`config.mk`:
```
export PLATFORM = sky130hd
export DESIGN_NAME = serial_subtractor_5
export DESIGN_NICKNAME = d
export VERILOG_FILES = /design/src/rtl/serial_subtractor_5_pkg.sv /design/src/rtl/serial_subtractor_5_full_subtractor.sv /design/src/rtl/serial_subtractor_5.sv
export SDC_FILE = /design/constraint.sdc
export NUM_CORES = 1
export LEC_CHECK = 0
export CORE_MARGIN = 1
export CORE_UTILIZATION = 49
export CTS_CLUSTER_DIAMETER = 100
export DETAILED_ROUTE_END_ITERATION = 10
export GPL_TIMING_DRIVEN = 0
export HOLD_SLACK_MARGIN = 0.08
export PLACE_DENSITY_LB_ADDON = 0.25
export REMOVE_ABC_BUFFERS = 1
export SYNTH_ARGS = -nofsm -noshare
export SYNTH_HDL_FRONTEND = slang
export SYNTH_SLANG_ARGS = --single-unit
```
`constraint.sdc`:
```
create_clock -name clk -period 1.45 [get_ports clk]
set_clock_uncertainty 0.1 [all_clocks]
set_input_delay 0.2175 -clock clk [delete_from_list [all_inputs] [get_ports clk]]
set_output_delay 0.2175 -clock clk [all_outputs]
set_load 0.05 [all_outputs]
```
`src/rtl/serial_subtractor_5_pkg.sv`:
```
// Shared definitions for the bit-serial subtractor: default width and FSM state encoding.
package serial_subtractor_5_pkg;

  localparam int unsigned DEF_WIDTH = 5;

  typedef enum logic [1:0] {
    IDLE  = 2'd0,
    SHIFT = 2'd1,
    DONE  = 2'd2
  } state_t;

endpackage

```
`src/rtl/serial_subtractor_5_full_subtractor.sv`:
```
// 1-bit full subtractor cell: d = a - b - bin, with borrow-out.
module full_subtractor (
  input  logic a,
  input  logic b,
  input  logic bin,
  output logic d,
  output logic bout
);

  always_comb begin
    d    = a ^ b ^ bin;
    bout = (~a & b) | (~(a ^ b) & bin);
  end

endmodule

```
`src/rtl/serial_subtractor_5.sv`:
```
// Bit-serial A - B - Bin subtractor, LSB first, one bit per clock, start/busy/done handshake.
module serial_subtractor_5
  import serial_subtractor_5_pkg::*;
#(
  parameter int unsigned WIDTH = DEF_WIDTH
) (
  input  logic             clk,
  input  logic             reset,
  input  logic             start,
  input  logic [WIDTH-1:0] A,
  input  logic [WIDTH-1:0] B,
  input  logic             Bin,
  output logic             busy,
  output logic             done,
  output logic [WIDTH-1:0] D,
  output logic             Bout
);

  localparam int unsigned     CW   = $clog2(WIDTH + 1);
  localparam logic [CW-1:0]   LAST = CW'(WIDTH - 1);

  state_t           state, state_nxt;
  logic [WIDTH-1:0] a_sr, b_sr, res_sr;
  logic             br;
  logic [CW-1:0]    cnt;
  logic             accept;
  logic             last_bit;
  logic             cell_d, cell_bout;

  full_subtractor u_cell (
    .a    (a_sr[0]),
    .b    (b_sr[0]),
    .bin  (br),
    .d    (cell_d),
    .bout (cell_bout)
  );

  assign last_bit = (cnt == LAST);

  always_ff @(posedge clk) begin
    if (reset) state <= IDLE;
    else       state <= state_nxt;
  end

  // The unused encoding behaves exactly like IDLE, including accepting start.
  always_comb begin
    state_nxt = IDLE;
    busy      = 1'b0;
    done      = 1'b0;
    accept    = 1'b0;
    case (state)
      SHIFT: begin
        busy      = 1'b1;
        state_nxt = last_bit ? DONE : SHIFT;
      end
      DONE: begin
        done = 1'b1;
        if (start) begin
          accept    = 1'b1;
          state_nxt = SHIFT;
        end
      end
      default: begin
        if (start) begin
          accept    = 1'b1;
          state_nxt = SHIFT;
        end
      end
    endcase
  end

  // D/Bout capture the completed word on the last shift so they are valid alongside done.
  always_ff @(posedge clk) begin
    if (reset) begin
      a_sr   <= '0;
      b_sr   <= '0;
      res_sr <= '0;
      br     <= 1'b0;
      cnt    <= '0;
      D      <= '0;
      Bout   <= 1'b0;
    end else if (accept) begin
      a_sr <= A;
      b_sr <= B;
      br   <= Bin;
      cnt  <= '0;
    end else if (busy) begin
      a_sr   <= a_sr >> 1;
      b_sr   <= b_sr >> 1;
      br     <= cell_bout;
      res_sr <= {cell_d, res_sr[WIDTH-1:1]};
      cnt    <= cnt + CW'(1);
      if (last_bit) begin
        D    <= {cell_d, res_sr[WIDTH-1:1]};
        Bout <= cell_bout;
      end
    end
  end

endmodule

```
=== Word level (Yosys, flattened, before mapping) ===
Cells that the tools add are included.

* Input port bits: 14
* Output and inout bits: 8
* Register bits after elaboration: 27
* Word-level logic and storage cells: 37

* Multiplexer cells: 13
* $add $sub $neg: 1
* Bitwise logic cells: 8
* Reduce and logical (&&, ||, !) cells: 4
* Eq/ne operators: 3

{| class="wikitable"
|+ Operators by type and width
! operator !! count
|-
| $mux W5 || 4
|-
| $mux W1 || 7
|-
| $mux W2 || 2
|-
| $add A3 B1 Y3 const B || 1
|-
| $eq A3 B3 Y1 const B || 1
|-
| $not A1 Y1 || 3
|-
| $reduce_and A3 Y1 || 1
|-
| $and A1 B1 Y1 || 2
|-
| $eq A2 B1 Y1 const B || 1
|-
| $eq A2 B2 Y1 const B || 1
|-
| $reduce_and A2 Y1 || 1
|-
| $reduce_bool A2 Y1 || 1
|-
| $reduce_or A2 Y1 || 1
|-
| $xor A1 B1 Y1 || 2
|-
| $or A1 B1 Y1 || 1
|}

=== Logic depth before layout (Yosys ltp) ===
* Depth in word-level cells: 6
* Gate-level depth with buffers: 6
* Depth with buffers taken out: 5

=== Cells and area by module ===
Synthesis repeated with hierarchy kept, for this count alone.

* Cells, all modules: 113
* Area total of the unflattened synthesis: 1093.5 sq um

{| class="wikitable"
|+ Modules (own cells, without submodules)
! module !! sequential area each (sq um) !! cells each !! area an instance (sq um) !! times used
|-
| serial_subtractor_5 || 520.5 || 109 || 1062.3 || 1
|-
| full_subtractor || 0.0 || 4 || 31.3 || 1
|}

=== Worst setup path before layout ===
Ideal clock, no wire load.

* Path type: register to register
* Start point: register cnt[1]
* End point: register D[0]
* Slack: 0.197 ns
* Library setup time: 0.128 ns
* Stages on the path, launching flop included: 7
* Data arrival time: 1.025 ns
* Clock period less this slack: 1.253 ns
* Cells stage by stage: dfxtp_1 -> clkinv_1 -> ha_1 -> and4b_1 -> buf_6 -> mux2i_1 -> nor2_1

* Word-level cells in the longest chain between the ends: 2

{| class="wikitable"
|+ RTL lines
! item !! RTL line !! RTL
|-
| start, declared || serial_subtractor_5.sv:25 || <nowiki>logic [CW-1:0] cnt;</nowiki>
|-
| start signal, assigned || serial_subtractor_5.sv:92 || <nowiki>cnt <= cnt + CW'(1);</nowiki>
|-
| $eq A3 B3 Y1 || serial_subtractor_5.sv:38 || <nowiki>assign last_bit = (cnt == LAST);</nowiki>
|-
| $reduce_and A3 Y1 (no line) || n/a ||
|-
| end signal, assigned || serial_subtractor_5.sv:94 || <nowiki>D <= {cell_d, res_sr[WIDTH-1:1]};</nowiki>
|-
| end, declared || serial_subtractor_5.sv:15 || <nowiki>output logic [WIDTH-1:0] D,</nowiki>
|}

No other way between the ends.
A chain may end at the register's enable or synchronous reset.

=== Worst setup path in the final report ===
* Start point: register state[1]
* End point: output busy

* Word-level cells in the longest chain between the ends: 2

{| class="wikitable"
|+ RTL lines
! item !! RTL line !! RTL
|-
| start, declared || serial_subtractor_5.sv:22 || <nowiki>state_t state, state_nxt;</nowiki>
|-
| start signal, assigned || serial_subtractor_5.sv:42 || <nowiki>else state <= state_nxt;</nowiki>
|-
| $eq A2 B1 Y1 || serial_subtractor_5.sv:51 || <nowiki>case (state)</nowiki>
|-
| $mux W1 || serial_subtractor_5.sv:51 ||
|-
| end, declared || serial_subtractor_5.sv:13 || <nowiki>output logic busy,</nowiki>
|}

No other way between the ends.

==> flow_summary.ini <==
[run_status]
outcome = completed

[worst_setup_path]
end_kind = output pin
path_cells = nand2b_4 -> clkinv_8 -> buf_12
critPathKind = reg2out
cp_data_required_time_ns = 1.13
cp_num_buf_inv = 2
start_kind = flip-flop
path_max_fanout = 14
slowest_stage = dfxtp_2
max_stage_delay_ns = 0.37
crit_arrival_ns = 1.13
cp_top_family = flip-flops

[synth]
ys_ff_latch = 26
yosys_warnings = 0
syn_inst = 113
synthDistinctLibCells = 26
avgSynthCellArea_sq_um = 9.82
synth_area_sq_um = 1110
synth.yosys.seq_area_share = 0.469

[cts]
hold_buffers = 0
path_clk_slew_ns = 0.14
htreeDepth = 1
cts_root_buf = clkbuf_4
clock_sinks = 26
cts_tree = yes
ctsLongestPathBuffers = 2
clk_latency_ns = 0.32
numCtsBuffers = 3

[power]
power.leakage_nw = 0.574
power_density_nw_per_um2 = 1020
vdd_drop_max_v = 0.000731

[floorplan]
die-area_sq_um = 2460
initial_core_util = 0.544
rows = 16
dieHeight_um = 49.6
fp.dieW_um = 49.6
core_area_sq_um = 2040
ios = 22

[placed_design]
post-dp-hpwl_mm = 1.31
gp_congestion = 0.666
dp_slack_ns = -0.524
placed_cell_area_sq_um = 1300
io_buffers = 21

[flow_run]
drv_cap = 0

[detailed_routing]
vias_per_cell = 5.17
drc_errors = 0
wl_mm = 2.10
vias = 837
drt_pass1_iterations = 4
antenna_left = 0
drtIter0Drc = 19
routedWlPerCell_um = 12.9

[sta]
max_slew_margin = 0.366
hold_violations = 0
drv_slew = 0
setup_ws_ns = 0.00738
rsz0062_at_grt = yes
finalCriticalPeriod_ns = 1.44
worstMarginPinSlew_ns = 0.949
setup_viol = 0
max_freq_mhz = 693
period_share = 0.995

[final_layout]
num-nets-final = 153
synthToLayoutAreaGrowth_pct = 29.9
final_common_cell = dfxtp_1
design_area_sq_um = 1440
seq_area_sq_um = 528
drive_gt1_frac = 0.237
n_antenna_cell = 0
layout_common_cells = dfxtp_1, mux2i_1, nor2_1, nand2_1, clkdlybuf4s50_1
fill_cells = 172
multiInputGateArea_sq_um = 538

[global_routing]
grt_pass1_wl_mm = 3.66
antenna_found_initial = 0
grt_max_degree = 27
grt_pass1_vias = 791
grt_remaining_overflow = 0
grt_use_total = 0.194

[worst_hold_path]
worstHoldPathType = reg2reg
-- metrics by stage --
step           power, W   util  setup TNS [ns]  hold WS, ns  instances
2_1_floorplan  0.000880      -               0        0.182        104
3_3_place_gp   0.000957  0.635           -8.34        0.345        152
3_5_place_dp   0.000964  0.635           -9.16        0.355        152
4_1_cts         0.00146  0.673         -0.0641        0.374        157
5_1_grt         0.00153  0.706         -0.0474        0.402        162
6_report        0.00147  0.706               0        0.373        162
-- registers in the layout, indices dropped and copies added, names as in the netlist --
name	count
Bout	1
b_sr	5
D	5
br	1
state	2
cnt	3
res_sr	4
a_sr	5
-- cells by family (layout without fill, tap and decap cells) --
| group | Yosys count | count (layout) | share of synthesized area |
|---|---|---|---|
| DFF | 26 | 26 | 0.469 |
| AOI/OAI and AO/OA | 19 | 19 | 0.124 |
| muxes | 16 | 16 | 0.149 |
| adders and majority gates | 3 | 3 | 0.0406 |
| and+or+nand+nor | 35 | 36 | 0.149 |
| buffers and inverters | 14 | 35 | 0.0688 |
-- Yosys cell counts --
cell | number | share of area
nor3_1 | 3 | 0.014
nand2b_4 | 1 | 0.012
nor2b_1 | 1 | 0.0056
fa_1 | 1 | 0.018
clkbuf_1 | 1 | 0.0034
a211oi_2 | 2 | 0.023
inv_2 | 2 | 0.0068
inv_1 | 2 | 0.0068
nand2_1 | 11 | 0.037
dfxtp_1 | 26 | 0.47
nor2_2 | 1 | 0.0056
and4b_1 | 1 | 0.0090
buf_4 | 1 | 0.0068
nor2_1 | 14 | 0.047
buf_2 | 4 | 0.018
or3_1 | 2 | 0.011
ha_1 | 2 | 0.023
mux2i_1 | 15 | 0.14
mux2_4 | 1 | 0.014
a211oi_1 | 9 | 0.061
clkinv_1 | 1 | 0.0034
o211a_1 | 1 | 0.0090
and2b_1 | 1 | 0.0068
buf_1 | 1 | 0.0034
a21oi_1 | 7 | 0.032
buf_6 | 2 | 0.020
-- worst paths after layout --
check | slack, ns | end | start | depth (start not counted)
setup / recovery | 0.007 | busy | state[1] | 3
hold / removal | 0.37 | res_sr[1] | res_sr[1] | 2
setup reg to reg | 0.09 | cnt[2] | state[1] | 4
hold reg to reg | 0.37 | res_sr[1] | res_sr[1] | 2
-- metal layers --
layer	global-route usage	up-vias	share of wire
met3	0.0370	4	0.030
met5	0	-	0
li1	-	430	-
met4	0.0571	0	0.0076
met1	0.255	387	0.47
met2	0.320	16	0.49
-- worst min-delay path: stages, from the launching register on --
cell and delay (ns):
dfxtp_1 0.34, nand2_1 0.05, a21oi_1 0.05
-- layout make-up --
cell class	count	share of cell area
clock buffers	3	0.0156
clock inverters	1	0.0208
inverters	5	0.0217
multi-input cells	74	0.373
flip-flops and latches	26	0.366
well taps	27	0.0234
repair buffers	26	0.179
-- where the power goes --
group | internal (W) | switching [W] | total, W
combinational | 0.000103 | 0.000102 | 0.000205
sequential | 0.000749 | 0.0000215 | 0.000771
clock | 0.000279 | 0.000211 | 0.000490
-- repair_timing --
| action | in CTS | in global routing |
|---|---|---|
| resized for setup | 38 | 14 |
| setup buffers | 0 | 5 |
| setup endpoints to repair | 27 | 19 |
| gates cloned | 1 | 0 |
| endpoints found under the hold margin | 0 | 0 |
| pin swaps | 0 | 1 |
Power figures use the tool's default switching activity.
